===== config.mk =====
export PLATFORM = sky130hd
export DESIGN_NAME = wb_queue
export DESIGN_NICKNAME = d
export VERILOG_FILES = /design/src/rtl/wb_queue.sv
export SDC_FILE = /design/constraint.sdc
export NUM_CORES = 1
export LEC_CHECK = 0
export ABC_AREA = 1
export BUFFER_PORTS_ARGS = -buffer_cell sky130_fd_sc_hd__buf_2
export CORE_ASPECT_RATIO = 1.2
export CORE_UTILIZATION = 50
export CTS_BUF_LIST = sky130_fd_sc_hd__clkbuf_4 sky130_fd_sc_hd__clkbuf_8
export DETAILED_ROUTE_END_ITERATION = 10
export PLACE_DENSITY_LB_ADDON = 0.2
export RECOVER_POWER = 25
export SYNTH_ARGS = -nofsm -noshare
export SYNTH_HDL_FRONTEND = slang
export SYNTH_SLANG_ARGS = --single-unit

===== constraint.sdc =====
create_clock -name clk -period 5.3 [get_ports clk]
set_input_delay 0.53 -clock clk [delete_from_list [all_inputs] [get_ports clk]]
set_output_delay 0.53 -clock clk [all_outputs]
set_load 0.01 [all_outputs]

===== src/rtl/wb_queue.sv =====
// ---------------------------------------------------------------------------
// wb_queue -- register-file write-back queue
//
// Collects register writes from a load (mem) channel and an ALU channel into
// a small circular FIFO. The FIFO drains one entry per clock into the
// register file. Lookup ports let the operand-read stage forward data from
// writes that are still queued.
//
// Ports
//   clk                         single clock, rising edge
//   rst                         asynchronous reset, active low
//   mem_valid/mem_reg/mem_data  load-result write request
//   mem_ready                   load request is accepted this cycle
//   alu_valid/alu_reg/alu_data  ALU-result write request
//   alu_ready                   ALU request is accepted this cycle
//   write_en/write_reg/write_data  register-file write port (head entry)
//   lk_reg_1/2                  forwarding lookup addresses
//   lk_hit_1/2, lk_data_1/2     youngest queued write to the looked-up register
// ---------------------------------------------------------------------------
module wb_queue #(
    parameter int DEPTH = 4
) (
    input  logic        clk,
    input  logic        rst,

    input  logic        mem_valid,
    input  logic [4:0]  mem_reg,
    input  logic [31:0] mem_data,
    output logic        mem_ready,

    input  logic        alu_valid,
    input  logic [4:0]  alu_reg,
    input  logic [31:0] alu_data,
    output logic        alu_ready,

    output logic        write_en,
    output logic [4:0]  write_reg,
    output logic [31:0] write_data,

    input  logic [4:0]  lk_reg_1,
    input  logic [4:0]  lk_reg_2,
    output logic        lk_hit_1,
    output logic        lk_hit_2,
    output logic [31:0] lk_data_1,
    output logic [31:0] lk_data_2
);

    localparam int DATA_W = 32;
    localparam int PTR_W  = $clog2(DEPTH);
    localparam int CNT_W  = PTR_W + 1;

    localparam logic [CNT_W-1:0] CNT_FULL = CNT_W'(DEPTH);
    localparam logic [CNT_W-1:0] CNT_AF   = CNT_W'(DEPTH - 1);

    typedef struct packed {
        logic [4:0]        rd;
        logic [DATA_W-1:0] data;
    } entry_t;

    typedef struct packed {
        logic              hit;
        logic [DATA_W-1:0] data;
    } lookup_t;

    entry_t            fifo [DEPTH];
    logic [PTR_W-1:0]  head;
    logic [PTR_W-1:0]  tail;
    logic [CNT_W-1:0]  count;

    logic              mem_fire;
    logic              alu_fire;
    logic              mem_push;
    logic              alu_push;
    logic              pop;
    logic [PTR_W-1:0]  tail_alu;
    logic [CNT_W-1:0]  count_nxt;

    lookup_t           lk_1;
    lookup_t           lk_2;

    // Readies use the registered count only; the pop happening this cycle is
    // deliberately not credited so ready never has a path from the drain.
    // The ALU channel may take the last free slot only when mem does not
    // want it, since mem wins the slot when both arrive together.
    assign mem_ready = (count < CNT_FULL);
    assign alu_ready = (count < CNT_AF) || ((count == CNT_AF) && !mem_valid);

    assign mem_fire = mem_valid && mem_ready;
    assign alu_fire = alu_valid && alu_ready;

    // Writes to r0 complete the handshake but never occupy a slot.
    assign mem_push = mem_fire && (mem_reg != 5'd0);
    assign alu_push = alu_fire && (alu_reg != 5'd0);

    assign pop = (count != '0);

    // When both channels push, mem takes the tail slot (older) and alu the
    // next one.
    assign tail_alu  = tail + PTR_W'(mem_push);
    assign count_nxt = count + CNT_W'(mem_push) + CNT_W'(alu_push) - CNT_W'(pop);

    always_ff @(posedge clk or negedge rst) begin
        if (!rst) begin
            head  <= '0;
            tail  <= '0;
            count <= '0;
        end else begin
            head  <= head + PTR_W'(pop);
            tail  <= tail + PTR_W'(mem_push) + PTR_W'(alu_push);
            count <= count_nxt;
        end
    end

    // Entry storage carries no reset; validity is defined by head/count.
    always_ff @(posedge clk) begin
        if (mem_push) begin
            fifo[tail] <= '{rd: mem_reg, data: mem_data};
        end
        if (alu_push) begin
            fifo[tail_alu] <= '{rd: alu_reg, data: alu_data};
        end
    end

    assign write_en   = pop;
    assign write_reg  = pop ? fifo[head].rd   : 5'd0;
    assign write_data = pop ? fifo[head].data : '0;

    // Walks the occupied slots from oldest to youngest so that a later match
    // overrides an earlier one, leaving the youngest write's data.
    function automatic lookup_t lookup(input logic [4:0] rd);
        lookup_t          res;
        logic [PTR_W-1:0] idx;
        res = '0;
        for (int i = 0; i < DEPTH; i++) begin
            idx = head + PTR_W'(i);
            if ((CNT_W'(i) < count) && (rd != 5'd0) && (fifo[idx].rd == rd)) begin
                res.hit  = 1'b1;
                res.data = fifo[idx].data;
            end
        end
        return res;
    endfunction

    always_comb begin
        lk_1 = lookup(lk_reg_1);
        lk_2 = lookup(lk_reg_2);
    end

    assign lk_hit_1  = lk_1.hit;
    assign lk_data_1 = lk_1.data;
    assign lk_hit_2  = lk_2.hit;
    assign lk_data_2 = lk_2.data;

endmodule


# Word level (Yosys, flattened, before mapping)

Memory sizes are Yosys's and may differ from the RTL's.
Cells that the tools add are included.

Register bits after elaboration: 7
Bits in writable memories: 148
Input bits: 88
Memories kept: 1

Add/subtract/negate cells: 9
$lt $le $gt $ge: 6
Equality and inequality tests: 9
Multiplexer cells: 14
Reduce and logical (&&, ||, !) cells: 28

Memory list:

| memory | depth | width | read ports | clocked after memory_dff | wr ports | line | source |
|---|---|---|---|---|---|---|---|
| fifo   | 4     | 37    | 4          | 0                        | 2        | 65   | `entry_t fifo [DEPTH];` |

Operator list:

| cell                                                       | count |
|---|---|
| two-way mux 33 bit                                         | 8 |
| equality test 5 bit                                        | 8 |
| two-way mux 32 bit                                         | 1 |
| logical AND 1 bit                                          | 21 |
| nonzero test 5 bit                                         | 4 |
| adder 2 x 1 -> 2 bit                                       | 3 |
| adder 3 x 1 -> 3 bit                                       | 2 |
| less-than comparator 1 x 3 -> 1 bit, first input constant  | 2 |
| less-than comparator 2 x 3 -> 1 bit, first input constant  | 2 |
| two-way mux 5 bit                                          | 1 |
| adder 2 bit, second input constant                         | 2 |
| two-way mux 1 bit                                          | 4 |
| equality test 3 x 2 -> 1 bit, second input constant        | 1 |
| less-than comparator 3 x 2 -> 1 bit, second input constant | 1 |
| less-than comparator 3 bit, second input constant          | 1 |
| nonzero test 3 bit                                         | 1 |
| subtractor 3 x 1 -> 3 bit                                  | 1 |
| adder 2 x 1 -> 2 bit, second input constant                | 1 |
| zero test 1 bit                                            | 1 |
| logical OR 1 bit                                           | 1 |

# Depth between registers and ports, before layout

Gate-level depths: netlist of run 1.

Depth in word-level cells: 7
Depth in mapped cells: 17
Mapped depth without buffers: 14

# Least setup slack after synthesis of run 1

OpenSTA, ideal clock, no wires.

Kind: input port to flip-flop
Start: input port mem_reg[2]
End: memory fifo[2][0] in the netlist's numbering (enable)
Data arrival time: 3.626 ns
Required time: 4.817 ns
Slack: 1.191 ns
Stages: 5
Cells stage by stage: nor3_1 > nand2_1 > nand3_1 > or2_2 > o21ai_0

RTL lines:

| item               | line | source |
|---|---|---|
| start: declaration | 27   | `input logic [4:0] mem_reg,` |
| end: declaration   | 65   |  |

# Final worst setup path of run 1

Start: register head[1]
End: output port lk_data_2[0]

Word-level cells in the longest chain between the ends: 7
Elaborated cells between the ends (all ways): 16

RTL lines:

| item                                                             | line | source |
|---|---|---|
| start: declaration                                               | 66   | `logic [PTR_W-1:0] head;` |
| start signal: assignment                                         | 108  | `head <= head + PTR_W'(pop);` |
| adder 2 x 1 -> 2 bit or memory read (4 x 37 bit) (tied branches) | --   |  |
| memory read (4 x 37 bit) *                                       | --   |  |
| equality test 5 bit or logical AND 1 bit (tied branches)         | 136  | `if ((CNT_W'(i) < count) && (rd != 5'd0) && (fifo[idx].rd == rd)) begin` |
| logical AND 1 bit or two-way mux 33 bit (tied branches)          | 136  |  |
| two-way mux 33 bit (2 in a row)                                  | 136  |  |
| two-way mux 33 bit *                                             | 136  |  |
| end: declaration                                                 | 45   | `output logic [31:0] lk_data_2` |

Mark *: on every way between the ends. The rest lies on a longest branch, timed or not.

==> results of run 1 <==
==> power groups by stage <==
stage / combinational, W / sequential, W / clock (W)
after global routing: 0.00751 / 0.00208 / 0.000993
after detailed placement: 0.00665 / 0.00207 / 0
after CTS: 0.00668 / 0.00204 / 0.000944
after floorplan: 0.00470 / 0.00200 / 0
after global placement: 0.00656 / 0.00205 / 0
final: 0.00673 / 0.00204 / 0.000939
==> worst reg2reg max path: cells and delay by family, from the launching register on <==
kind	cells	cell delay [ps]
compound gates	1	380
fa+ha+maj	1	190
flops	1	480
xor+xnor	1	210
simple gates	2	280
buf+inv	3	2590
==> cell usage in the layout (no fill, tap or decap), types with 5 or more instances in the layout <==
master    instances
a21oi_1           6
buf_2           189
buf_4            31
clkbuf_1          6
clkbuf_8         17
dfrtp_1           5
edfxtp_1        148
ha_1              6
inv_1           199
inv_2             5
nand2_1         804
nand3_1         126
nand3_2           7
nand4_1          65
nor2_1          261
nor2_4            7
o21ai_0         344
o21ai_1          69
xor2_1            7
==> sequential cells by signal, indices dropped and copies added, names as in the netlist <==
name / count
fifo: 148
count: 3
head: 2
tail: 2
==> cell type report <==
cell class                 count  area, sq um  share of cell area, %
clock buffer                  18          241                   1.60
multi-input combinational   1725         7640                   50.6
timing repair buffer         228         1220                   8.06
tap                          340          425                   2.82
antenna                        4         10.0                 0.0663
clock inverter                14          173                   1.14
sequential                   155         4630                   30.7
inverter                     204          766                   5.07
==> how the worst max path moves through the flow <==
stage	slack [ps]	endpoint
2_1_floorplan	1190	fifo[2][0]
3_3_place_gp	1160	lk_data_1[11]
3_5_place_dp	1130	lk_data_2[0]
4_1_cts	580	lk_data_2[0]
5_1_grt	190	lk_data_2[0]
6_report	500	lk_data_2[0]
==> stage by stage <==
step	hold WS, ps	instance area [sq um]	util (%)
2_1_floorplan	234	13700	-
3_3_place_gp	381	14700	54.5
3_5_place_dp	383	14700	54.5
4_1_cts	357	15100	56.1
5_1_grt	374	15100	55.9
6_report	379	15100	55.9
==> per-layer routing <==
metal / up-vias / GRT usage (%) / routed length (um)
li1: 7427 / - / -
met1: 6547 / 38.5 / 18100
met2: 624 / 54.7 / 21000
met3: 111 / 4.16 / 3370
met4: 2 / 16.0 / 1700
met5: - / 0 / 12
==> timing repair <==
action | CTS | global route
hold buffers | 1 | 0
buffers inserted | 0 | 0
endpoints found under the hold margin | 7 | 0
==> kinds of logic after synthesis <==
kind of cell | Yosys count
buffers and inverters | 364
adders and majority gates | 8
DFF | 155
and+or+nand+nor | 1280
AOI/OAI and AO/OA | 427
xor gates and xnor gates | 10
==> qor.yml, run 1 <==
status: "finished, violations left"
violations: "max-capacitance violations, max-slew violations"
layout_setup_ws_ps: 502
synth.distinct_cells: 29
hold_viol: 0
grt_util_all_layers_pct: 31.6
synth_top_area_share_pct: 32.4
dpl_worst_slack_ps: 1130
p_switching_w: 0.00551
synth.avg_cell_area_sq_um: 6.11
die_x_um: 153
synthMuxAreaShare_pct: 0
grt_pass1_wl_um: 69000
grt_max_degree: 118
rrSetupSlack_ps: 780
cts.sinks: 155
cellLeakagePower_nw: 7.55
yosys_register_bits: 155
synth.most_common_cell: "nand2_1"
antenna_found_initial: 5
cp.required_ps: 4770
synth_top_family_by_area: "simple AND/OR/NAND/NOR gates"
die_area_sq_mm: 0.0281
num_vias: 14700
r2r_end: "fifo[1][1]"
numCtsBuffers: 17
worst_pin_slew_ps: 3350
syn-cell-area_sq_mm: 0.0137
drtAntennaViolNets: 0
reg2reg_from: "count[2]"
slowest_delay_ps: 650
yosys.area.top_type: "edfxtp_1"
path_cells: "buf_4, nand2_1, nand2_2, nand2_1, o21ai_2, inv_1, a21oi_1, o21ai_1, nor2_4, buf_4, nor2_1, nand2_1, nand2_1, buf_2"
overflow: 0
cap_viol_max_count: 4
avgViaCountPerCell: 5.47
r2r_cells: 8
final.setup.tns_ps: 0
worst-path-buf-inv: 4
drtIter0Drc: 1154
drive_gt1_share_pct: 12.2
cp-start-kind: "flip-flop"
port_buffers: 193
hold_class: "primary input to flip-flop"
synth-edff-count: 148
layout.cells.non_filler: 2688
cp_slowest_cell: "dfrtp_4"
nFillCells: 2712
setup_violations: 0
fp-row-count: 66
place_hpwl_um: 30700
crit_arrival_ps: 4270
ys_top_cells_by_count: "nand2_1, o21ai_0, nor2_1"
clock-skew-final_ps: 7.07
clkLatencyLatePin_ps: 470
io_pins: 194
clock_path_buffers: 2
grt_pass1_vias: 13300
crit_type: "flip-flop to output port"
wl_per_cell_um: 16.4
h-tree-depth: 4
fmax_mhz: 208
worstPathMaxFanout: 64
final_nets: 2427
synthXorXnorAreaFrac_pct: 0.639
power.total_w: 0.00971
pwr-share-seq_pct: 21.1
drc_errors: 0
startpoint: "head[1]"
holdCritStartpoint: "mem_data[31]"
die_h_um: 183
syn_inst: 2244
synth.area.top_cells: "edfxtp_1, nand2_1, o21ai_0"
powerDensity_mw_per_mm2: 643
synthArstFlopShare_pct: 4.52
cpMostUsedCell: "nand2_1"
cts_resized: 0
synth_flop_cell: "edfxtp_1"
synth_warnings: 0
cts_tree: "yes"
final_max_slew_viol_count: 141
swShare_pct: 56.7
routed_wl_um: 44200
start_util_pct: 50.8
syn2layout_area_growth_pct: 10.1
synth_nets: 2340
drtPass1Iterations: 5
slew_headroom_pct: -123
synthAdderAreaFrac_pct: 0.839
yosys.area_share.simple_pct: 37.8
pwr-share-clk_pct: 9.7
combPwrFrac_pct: 69.3
routabilityCongestion: 0.944
critPathCaptureType: "output port"
core_area_sq_mm: 0.0270
root_buffer: "clkbuf_8"
fin_crit_sh_pct: 90.5
path_clk_slew_ps: 90
path_delay_family: "simple AND/OR/NAND/NOR gates"
numPlacedInstances: 2651
whs_path_depth: 3
period_needed_ps: 4800
cp_num_cells: 14
min_delay_worst_endpoint: "fifo[0][31]"
seq_area_frac_synth_pct: 33.7
synth_compound_area_share_pct: 15.7
rsz0062_at_grt: "false"
irDropWorstVdd_v: 0.000379
p_int_w: 0.00420
(Power assumes the default switching activity.)
==> run 2: changes to the inputs <==
--- a/config.mk
+++ b/config.mk
@@ -10,6 +10,7 @@
 export CORE_ASPECT_RATIO = 1.2
 export CORE_UTILIZATION = 50
 export CTS_BUF_LIST = sky130_fd_sc_hd__clkbuf_4 sky130_fd_sc_hd__clkbuf_8
+export CTS_CLUSTER_DIAMETER = 120
 export DETAILED_ROUTE_END_ITERATION = 10
 export PLACE_DENSITY_LB_ADDON = 0.2
 export RECOVER_POWER = 25
==> constraint.sdc (replaced) <==
create_clock -name clk -period 5.08 [get_ports clk]
set_input_delay 0.508 -clock clk [delete_from_list [all_inputs] [get_ports clk]]
set_output_delay 0.508 -clock clk [all_outputs]
set_load 0.01 [all_outputs]
==> run 2 against run 1 <==
Net effect: the run still ends with max-capacitance violations, max-slew violations left; final cell count down 0.15%; power grew 3.7%; global-route usage down 0.13 points; clock power increased by 5.5%; cell area hardly changed; utilization barely moved; first-iteration DRC count increased by 16%; largest power group unchanged.
==> qor.yml, run 2 (synthesis results as in run 1) <==
grt_pass1_wl_um: 69000  # about the same
fmax_mhz: 211
layout_setup_ws_ps: 351  # was 502 ps
grt_util_all_layers_pct: 31.5  # was 31.6%
drtAntennaViolNets: 0  # unchanged
final.setup.tns_ps: 0  # unchanged
min_delay_worst_endpoint: "fifo[0][9]"  # was fifo[0][31]
crit_arrival_ps: 4220  # was 4270 ps
period_needed_ps: 4730
holdCritStartpoint: "mem_data[9]"  # was mem_data[31]
r2r_cells: 7  # was 8
top_regs: "fifo x148, count x3"  # unchanged
path_cells: "buf_4, nand2_1, nand2_1, nand2_1, nand3_1, nand2_1, nor2_4, nand3_2, buf_4, nand2_1, nand3_1, nand2_1, nand2_1, buf_2"  # was buf_4, nand2_1, nand2_2, nand2_1, o21ai_2, inv_1, a21oi_1, o21ai_1, nor2_4, buf_4, nor2_1, nand2_1, nand2_1, buf_2
final_common_cell: "nand2_1"  # unchanged
avgViaCountPerCell: 5.54  # was 5.47
path_clk_slew_ps: 90  # about the same
start_util_pct: 50.8  # unchanged
num_vias: 14900  # was 14,700
final_cell_mix: "nand2_1, o21ai_0, nor2_1, inv_1, buf_2"  # unchanged
die_x_um: 153  # unchanged
h-tree-depth: 4  # unchanged
routabilityCongestion: 0.940  # was 0.944
clock-skew-final_ps: 8.50  # was 7.07 ps
rsz0062_at_grt: "false"  # unchanged
worst-path-buf-inv: 3  # was 4
fin_crit_sh_pct: 93.1
swShare_pct: 56.8  # was 56.7%
combPwrFrac_pct: 68.1  # was 69.3%
status: "finished, violations left"  # unchanged
final_nets: 2424  # was 2,427
drtIter0Drc: 1344  # was 1,154
slew_headroom_pct: -50.1  # was -123%
drive_gt1_share_pct: 11.8  # was 12.2%
cp_slowest_cell: "dfrtp_4"  # unchanged
hold_class: "primary input to flip-flop"  # unchanged
wl_per_cell_um: 16.4  # about the same
powerDensity_mw_per_mm2: 668  # was 643 mW/mm^2
cellLeakagePower_nw: 7.53  # was 7.55 nW
cts_tree: "yes"  # unchanged
place_hpwl_um: 30200  # was 30,700 um
r2r_end: "count[1]"  # was fifo[1][1]
final_max_slew_viol_count: 40  # was 141
routed_wl_um: 44100  # was 44,200 um
die_area_sq_mm: 0.0281  # unchanged
cpMostUsedCell: "nand2_1"  # unchanged
largest_reg_flops: 148  # unchanged
cp-start-kind: "flip-flop"  # unchanged
violations: "max-capacitance violations, max-slew violations"  # unchanged
antenna_found_initial: 3  # was 5
clkLatencyLatePin_ps: 480  # was 470 ps
cts.sinks: 155  # unchanged
path_delay_family: "simple AND/OR/NAND/NOR gates"  # unchanged
root_buffer: "clkbuf_8"  # unchanged
fp-row-count: 66  # unchanged
die_h_um: 183  # unchanged
pwr-share-clk_pct: 9.8  # was 9.7%
core_area_sq_mm: 0.0270  # unchanged
grt_max_degree: 82  # was 118
syn2layout_area_growth_pct: 10.0  # was 10.1%
cp.required_ps: 4570  # was 4770 ps
crit_type: "flip-flop to output port"  # unchanged
slowest_delay_ps: 800  # was 650 ps
hold_viol: 0  # unchanged
whs_path_depth: 3  # unchanged
regMostFlops: "fifo"  # unchanged
critPathCaptureType: "output port"  # unchanged
dpl_worst_slack_ps: 993  # was 1130 ps
drc_errors: 0  # unchanged
reg2reg_from: "count[2]"  # unchanged
pwr-share-seq_pct: 22.1  # was 21.1%
clock_path_buffers: 2  # unchanged
io_pins: 194  # unchanged
cap_viol_max_count: 3  # was 4
numCtsBuffers: 17  # unchanged
drtPass1Iterations: 6  # was 5
irDropWorstVdd_v: 0.000419  # was 0.000379 V
setup_violations: 0  # unchanged
p_int_w: 0.00436  # was 0.00420 W
postCtsSetupRepairBufs: 0  # unchanged
rrSetupSlack_ps: 930  # was 780 ps
p_switching_w: 0.00572  # was 0.00551 W
worstPathMaxFanout: 69  # was 64
port_buffers: 193  # unchanged
worst_pin_slew_ps: 2250  # was 3350 ps
overflow: 0  # unchanged
grt_pass1_vias: 13400  # was 13,300
-- run 2: changes by cell type in the layout (fill, tap and decap cells not counted), moves of 2 or more --
cell / change
o21ai_0: -2
clkbuf_1: +7
inv_6: +2
o21ai_4: +2
buf_2: -8
buf_4: -2
-- run 2: worst register-to-register path, stage by stage, from the launching register on --
cell      delay [ps]
dfrtp_1          500
nor3_2           200
clkbuf_1        1620
inv_1            380
ha_1             450
fa_1             390
inv_1             90
fa_1             420
-- run 2: worst max-delay path by stage --
stage	start	to	depth (start not counted)
floorplan	mem_reg[2]	fifo[2][0]	5
global placement	head[0]	lk_data_2[0]	14
detailed placement	head[0]	lk_data_2[0]	14
CTS	head[0]	lk_data_2[0]	14
global route	head[0]	lk_data_2[0]	14
finish	head[0]	lk_data_2[0]	14
-- run 2: area by class of cell --
| type | count | area (sq um) |
|---|---|---|
| sequential | 155 | 4630 |
| clock buffer | 19 | 249 |
| antenna | 3 | 7.51 |
| clock inverter | 13 | 168 |
| inverter | 204 | 766 |
| multi-input combinational | 1725 | 7660 |
| fill | 2739 | 11900 |
| timing repair buffer | 225 | 1190 |
| tap | 340 | 425 |
-- run 2: what timing repair did --
item | 4_1_cts | 5_1_grt
hold buffers | 1 | 0
gates resized for setup | 0 | 0
hold endpoints to repair | 7 | 0
-- run 2: power groups by stage --
stage,registers (W),clock network [W],logic (W)
after detailed placement,0.00225,0,0.00676
after CTS,0.00222,0.000996,0.00679
after floorplan,0.00208,0,0.00490
after global placement,0.00223,0,0.00667
after global routing,0.00228,0.00104,0.00763
final,0.00222,0.000991,0.00686
-- run 2: metal layers --
metal / track usage (%) / vias to the layer above / part of all wire [%]
met4: 15.4 / 2 / 3.5
met2: 53.5 / 769 / 47
met3: 3.95 / 109 / 8.7
li1: - / 7417 / -
met5: 0 / - / 0.018
met1: 39.5 / 6584 / 41
-- run 2: per-stage QoR --
stage / hold slack (ps) / instances / utilization (%) / area (sq um) / total power (W)
2_1_floorplan: 212 / 2244 / - / 13700 / 0.00698
3_3_place_gp: 360 / 2648 / 54.4 / 14700 / 0.00890
3_5_place_dp: 361 / 2648 / 54.4 / 14700 / 0.00901
4_1_cts: 333 / 2681 / 56.0 / 15100 / 0.0100
5_1_grt: 353 / 2683 / 55.9 / 15100 / 0.0109
6_report: 343 / 2684 / 55.9 / 15100 / 0.0101
